[src/rtl/cpu_pkg.sv]
// Shared CPU definitions.
// Holds the memory-responder FSM state type and defaults, together with the
// CPU opcode and CPU state constants that the rest of the CPU uses.
package cpu_pkg;

  // Memory responder defaults
  localparam int unsigned CPU_WAIT_STATES_DEF = 1;
  localparam logic [7:0]  CPU_IO_PORT_DEF     = 8'hFF;

  // Memory responder FSM states
  typedef enum logic [1:0] {
    IDLE    = 2'd0,
    WAIT    = 2'd1,
    IO_WAIT = 2'd2,
    RESP    = 2'd3
  } mem_state_t;

  // CPU opcodes
  typedef enum logic [3:0] {
    OP_NOP = 4'h0,
    OP_LD  = 4'h1,
    OP_ST  = 4'h2,
    OP_ADD = 4'h3,
    OP_SUB = 4'h4,
    OP_JMP = 4'h5,
    OP_JZ  = 4'h6,
    OP_HLT = 4'hF
  } cpu_op_t;

  // CPU core states
  typedef enum logic [1:0] {
    CPU_FETCH  = 2'd0,
    CPU_DECODE = 2'd1,
    CPU_EXEC   = 2'd2,
    CPU_HALT   = 2'd3
  } cpu_state_t;

  function automatic logic is_io_addr(input logic [7:0] addr,
                                      input logic [7:0] io_port);
    return addr == io_port;
  endfunction

endpackage

[src/rtl/cpu_ram_256x8.sv]
// 256 x 8 RAM: synchronous write, registered read, no reset.
// Ports:
//   clk   - clock
//   we    - write enable (writes wdata to addr on rising edge)
//   re    - read enable (loads rdata from addr on rising edge)
//   addr  - byte address
//   wdata - write data
//   rdata - registered read data
module cpu_ram_256x8 (
  input  logic       clk,
  input  logic       we,
  input  logic       re,
  input  logic [7:0] addr,
  input  logic [7:0] wdata,
  output logic [7:0] rdata
);

  logic [7:0] mem [256];

  always_ff @(posedge clk) begin
    if (we) mem[addr] <= wdata;
    if (re) rdata <= mem[addr];
  end

endmodule

[src/rtl/cpu_mem_resp.sv]
// CPU bus responder: RAM with configurable wait states plus one I/O port.
// Ports:
//   clk, reset_n                      - clock, async active-low reset
//   req_valid/req_we/req_addr/req_wdata, req_ready - request channel
//   rsp_valid/rsp_rdata, rsp_ready    - response channel
//   io_out_valid/io_out_data          - output strobe and data for IO_PORT writes
//   io_in_valid/io_in_data            - external input for IO_PORT reads
//   busy                              - high whenever the FSM is not IDLE
module cpu_mem_resp
  import cpu_pkg::*;
#(
  parameter int unsigned WAIT_STATES = CPU_WAIT_STATES_DEF,
  parameter logic [7:0]  IO_PORT     = CPU_IO_PORT_DEF
) (
  input  logic       clk,
  input  logic       reset_n,
  input  logic       req_valid,
  input  logic       req_we,
  input  logic [7:0] req_addr,
  input  logic [7:0] req_wdata,
  output logic       req_ready,
  output logic       rsp_valid,
  output logic [7:0] rsp_rdata,
  input  logic       rsp_ready,
  output logic       io_out_valid,
  output logic [7:0] io_out_data,
  input  logic       io_in_valid,
  input  logic [7:0] io_in_data,
  output logic       busy
);

  mem_state_t state, state_d;
  logic [2:0] cnt, cnt_d;
  logic       we_q;
  logic [7:0] addr_q, wdata_q;
  logic [7:0] rdata_q;
  logic       use_ram_q;

  logic       accept, enter_resp;
  logic       cur_we;
  logic [7:0] cur_addr, cur_wdata;
  logic       cur_io;
  logic       ram_we, ram_re;
  logic [7:0] ram_q;

  // In IDLE the transaction is still on the req_* inputs; afterwards it lives
  // in the latched copies. This lets zero-wait RAM and I/O writes complete on
  // the accept edge itself.
  always_comb begin
    cur_we     = (state == IDLE) ? req_we    : we_q;
    cur_addr   = (state == IDLE) ? req_addr  : addr_q;
    cur_wdata  = (state == IDLE) ? req_wdata : wdata_q;
    cur_io     = is_io_addr(cur_addr, IO_PORT);
    state_d    = state;
    cnt_d      = cnt;
    accept     = 1'b0;
    enter_resp = 1'b0;
    case (state)
      IDLE: begin
        if (req_valid) begin
          accept = 1'b1;
          if (cur_io) begin
            if (req_we) begin
              state_d    = RESP;
              enter_resp = 1'b1;
            end else begin
              state_d = IO_WAIT;
            end
          end else if (WAIT_STATES == 0) begin
            state_d    = RESP;
            enter_resp = 1'b1;
          end else begin
            state_d = WAIT;
            cnt_d   = 3'(WAIT_STATES);
          end
        end
      end
      WAIT: begin
        cnt_d = (cnt != 3'd0) ? cnt - 3'd1 : 3'd0;
        if (cnt <= 3'd1) begin
          state_d    = RESP;
          enter_resp = 1'b1;
        end
      end
      IO_WAIT: begin
        if (io_in_valid) begin
          state_d    = RESP;
          enter_resp = 1'b1;
        end
      end
      RESP: begin
        if (rsp_ready) state_d = IDLE;
      end
      default: state_d = IDLE;
    endcase
    ram_we = enter_resp && !cur_io && cur_we;
    ram_re = enter_resp && !cur_io && !cur_we;
  end

  always_ff @(posedge clk or negedge reset_n) begin
    if (!reset_n) begin
      state        <= IDLE;
      cnt          <= '0;
      we_q         <= 1'b0;
      addr_q       <= '0;
      wdata_q      <= '0;
      rdata_q      <= '0;
      use_ram_q    <= 1'b0;
      io_out_valid <= 1'b0;
      io_out_data  <= '0;
    end else begin
      state        <= state_d;
      cnt          <= cnt_d;
      io_out_valid <= 1'b0;
      if (accept) begin
        we_q    <= req_we;
        addr_q  <= req_addr;
        wdata_q <= req_wdata;
      end
      if (enter_resp) begin
        if (state == IO_WAIT) begin
          rdata_q   <= io_in_data;
          use_ram_q <= 1'b0;
        end else if (cur_we) begin
          rdata_q   <= cur_wdata;
          use_ram_q <= 1'b0;
          if (cur_io) begin
            io_out_valid <= 1'b1;
            io_out_data  <= cur_wdata;
          end
        end else begin
          use_ram_q <= 1'b1;
        end
      end
    end
  end

  cpu_ram_256x8 u_ram (
    .clk   (clk),
    .we    (ram_we),
    .re    (ram_re),
    .addr  (cur_addr),
    .wdata (cur_wdata),
    .rdata (ram_q)
  );

  // RAM read data comes straight from the RAM's output register, which only
  // reloads on entry to RESP, so it stays stable while the response is held.
  assign rsp_rdata = use_ram_q ? ram_q : rdata_q;
  assign rsp_valid = (state == RESP);
  assign req_ready = (state == IDLE);
  assign busy      = (state != IDLE);

endmodule

[config.mk]
export PLATFORM = sky130hd
export DESIGN_NAME = cpu_mem_resp
export DESIGN_NICKNAME = d
export VERILOG_FILES = /design/src/rtl/cpu_pkg.sv /design/src/rtl/cpu_ram_256x8.sv /design/src/rtl/cpu_mem_resp.sv
export SDC_FILE = /design/constraint.sdc
export NUM_CORES = 2
export LEC_CHECK = 0
export BUFFER_PORTS_ARGS = -buffer_cell sky130_fd_sc_hd__buf_4
export CORE_MARGIN = 2
export CORE_UTILIZATION = 25
export DETAILED_ROUTE_END_ITERATION = 8
export MAX_ROUTING_LAYER = met4
export PLACE_DENSITY = 0.51
export SKIP_CTS_REPAIR_TIMING = 1
export SLEW_MARGIN = 0
export SYNTH_ARGS = -nofsm -noshare
export SYNTH_HDL_FRONTEND = slang
export SYNTH_SLANG_ARGS = --single-unit
export TNS_END_PERCENT = 30
[constraint.sdc]
create_clock -name clk -period 4 [get_ports clk]
set_clock_uncertainty 0.05 [all_clocks]
set_input_delay 0.8 -clock clk [delete_from_list [all_inputs] [get_ports clk]]
set_output_delay 0.8 -clock clk [all_outputs]
set_load 0.005 [all_outputs]
==> reports/results.ini <==
[global_routing]
grt_usage_pct=13.94
grt_pass1_wl_um=326400
grt_pass1_vias=44200
antenna_found_initial=11
gr-total-overflow=0
grt_max_degree=115

[floorplan]
num_io_pins=50
initial_utilization_pct=25.14
row_count=209
dieArea_um2=330600
die_w_um=575
die_h_um=575
coreArea_um2=324300

[logic_synthesis]
synth-edff-count=2056
synth-seq-cells=2096
synth.distinct_cells=53
seq_area_frac_synth_pct=76.97
syn_area_um2=81510
avgSynthCellArea_um2=17.93
syn_inst=4546
ys.flop_type=edfxtp_1
yosysWarnings=0
async_flop_share_pct=1.908

[finish]
seq_area_um2=62740
multi_input_area_um2=18010
nFillCells=31740
final_area_um2=99240
post-route-util_pct=30.61
drive_gt1_share_pct=20.63
mostFrequentLayoutCells=edfxtp_1, mux2i_1, buf_4, o22ai_1, nor2_1
area_growth_pct=21.75
final_cells=9666
nNetsFinal=5195
final_common_cell=edfxtp_1

[placement]
place_inst=9244
io_buffers=49
dp_hpwl_um=145400
pre_cts_ws_ns=-0.6540
gp_congestion=0.8214
place_area_um2=91610

[setup_path]
critPathTopFamily=compound AO/OA/AOI/OAI gates
worstSetupPathType=flip-flop to flip-flop
cp-start-kind=flip-flop
endpoint_kind=flip-flop
critPathMostFrequentCell=buf_12
worst-path-buf-inv=5
path_cells=inv_2 -> ha_4 -> mux2i_4 -> buf_12 -> buf_16 -> buf_12 -> mux2i_1 -> o22ai_1 -> o41ai_2 -> buf_4 -> nand4_1 -> a2111o_1
crit_path_top_delay_cell=a2111o_1
max_stage_delay_ns=0.48
path_max_fanout=24
critPathRequiredTime_ns=4.56
arrival_ns=4.55

[clocking]
cts_root_buffer=clkbuf_16
cts_max_level=4
cts_max_path_buffers=3
cts_buffers=213
cts.clk_slew.worst_paths_ns=0.06
clk_latency_ns=0.87
clock-sinks=2096
cts_tree=done

[timing]
report.final.setup_viol=0
fmax_ghz=0.2507
min_period_ns=3.988
worst_pin_slew_ns=0.9996
tns_ns=0
hold_violations=0
final_max_slew_viol_count=0
rsz0062_at_grt=true
timing.hold.ws_ns=0.1348
timing.final.crit_share_pct=99.71
slew_headroom_pct=33.36
fin_ws_ns=0.01156

[route]
viasPerCell=4.587
route.detailed.drc=0
wl_per_cell_um=24.24
dr.first_iter.drc_count=3898
ant_nets=0
num_vias=44340
drt-total-wl_um=234300
dr.pass1.iters=9

[power_and_ir_drop]
p_leak_nw=34.46
report.power.total_mw=77.36
ir_drop_mv=1.002
power.density_nw_per_um2=779.5

[run_status]
status=completed

[job]
drv_cap=0

[hold_path]
hp-class=primary input to flip-flop

per-layer routing:
layer / track usage (%) / wire, um / up-vias
met5: - / 0 / -
met4: 4.228 / 6783 / 0
met3: 1.965 / 12540 / 324
met2: 22.50 / 112400 / 1304
met1: 18.16 / 102600 / 23050
li1: - / - / 19670
synth_stat cells, types with 4 or more instances:
library cell	n	share of area (%)
nand4_1	8	0.061
buf_2	200	1.2
or2_2	4	0.031
o41ai_1	128	1.4
inv_1	9	0.041
nor2b_1	6	0.046
nand2_1	44	0.20
edfxtp_1	2056	76
mux2_2	58	0.80
nor3b_1	4	0.037
o21ai_1	5	0.031
a2111o_1	8	0.11
o21ai_0	8	0.049
buf_1	6	0.028
dfrtp_1	40	1.2
a41oi_1	24	0.26
clkbuf_1	67	0.31
o22ai_1	513	3.9
ha_1	6	0.092
nor2_1	269	1.2
buf_6	7	0.097
mux2i_1	1027	13
registers in the layout, indices dropped and copies added, names as in the netlist:
signal        count
io_out_valid      1
cnt               3
u_ram.rdata       8
use_ram_q         1
state             2
wdata_q           8
u_ram.mem      2048
io_out_data       8
we_q              1
rdata_q           8
addr_q            8
cells by family after synthesis:
| logic type | share of synthesized area, % |
|---|---|
| adders and majority gates | 0.09210 |
| and+or+nand+nor | 1.770 |
| DFF | 76.97 |
| muxes | 13.41 |
| xor gates and xnor gates | 0.01075 |
| AOI/OAI and AO/OA | 6.003 |
| other | 0.004601 |
| buffers and inverters | 1.735 |
worst reg2reg max path, stage by stage (launching register included):
cell	delay, ns
dfrtp_1	0.42
inv_2	0.11
ha_4	0.23
mux2i_4	0.34
buf_12	0.21
buf_16	0.21
buf_12	0.27
mux2i_1	0.26
o22ai_1	0.20
o41ai_2	0.42
buf_4	0.19
nand4_1	0.34
a2111o_1	0.49
path summary, 6_finish.rpt:
kind / from / slack, ns / endpoint / cells after the start
setup reg to reg: state[1]$_DFFE_PN0P_ / 0.01 / u_ram.rdata[0]$_DFFE_PP_ / 12
hold / removal: req_wdata[2] / 0.13 / wdata_q[2]$_DFFE_PN0P_ / 2
max in group asynchronous: reset_n / 2.95 / cnt[0]$_DFFE_PN0P_ / 2
min in group asynchronous: reset_n / 0.46 / wdata_q[3]$_DFFE_PN0P_ / 2
setup / recovery: state[1]$_DFFE_PN0P_ / 0.01 / u_ram.rdata[0]$_DFFE_PP_ / 12
hold reg to reg: rdata_q[0]$_DFFE_PN0P_ / 0.46 / rdata_q[0]$_DFFE_PN0P_ / 1
power breakdown:
part / internal [mW] / switching (mW) / total, mW
Combinational: 9.99 / 18.9 / 28.9
Sequential: 28.7 / 0.288 / 29.0
Clock: 11.1 / 8.40 / 19.5
area by class of cell:
| cell class | count | share of cell area (%) |
|---|---|---|
| multi-input combinational | 2164 | 18.14 |
| sequential | 2096 | 63.22 |
| inverter | 10 | 0.03782 |
| timing repair buffer | 674 | 6.246 |
| clock inverter | 118 | 1.195 |
| tap | 4325 | 5.453 |
| clock buffer | 269 | 5.678 |
| antenna | 10 | 0.02522 |
(Power assumes the default switching activity.)
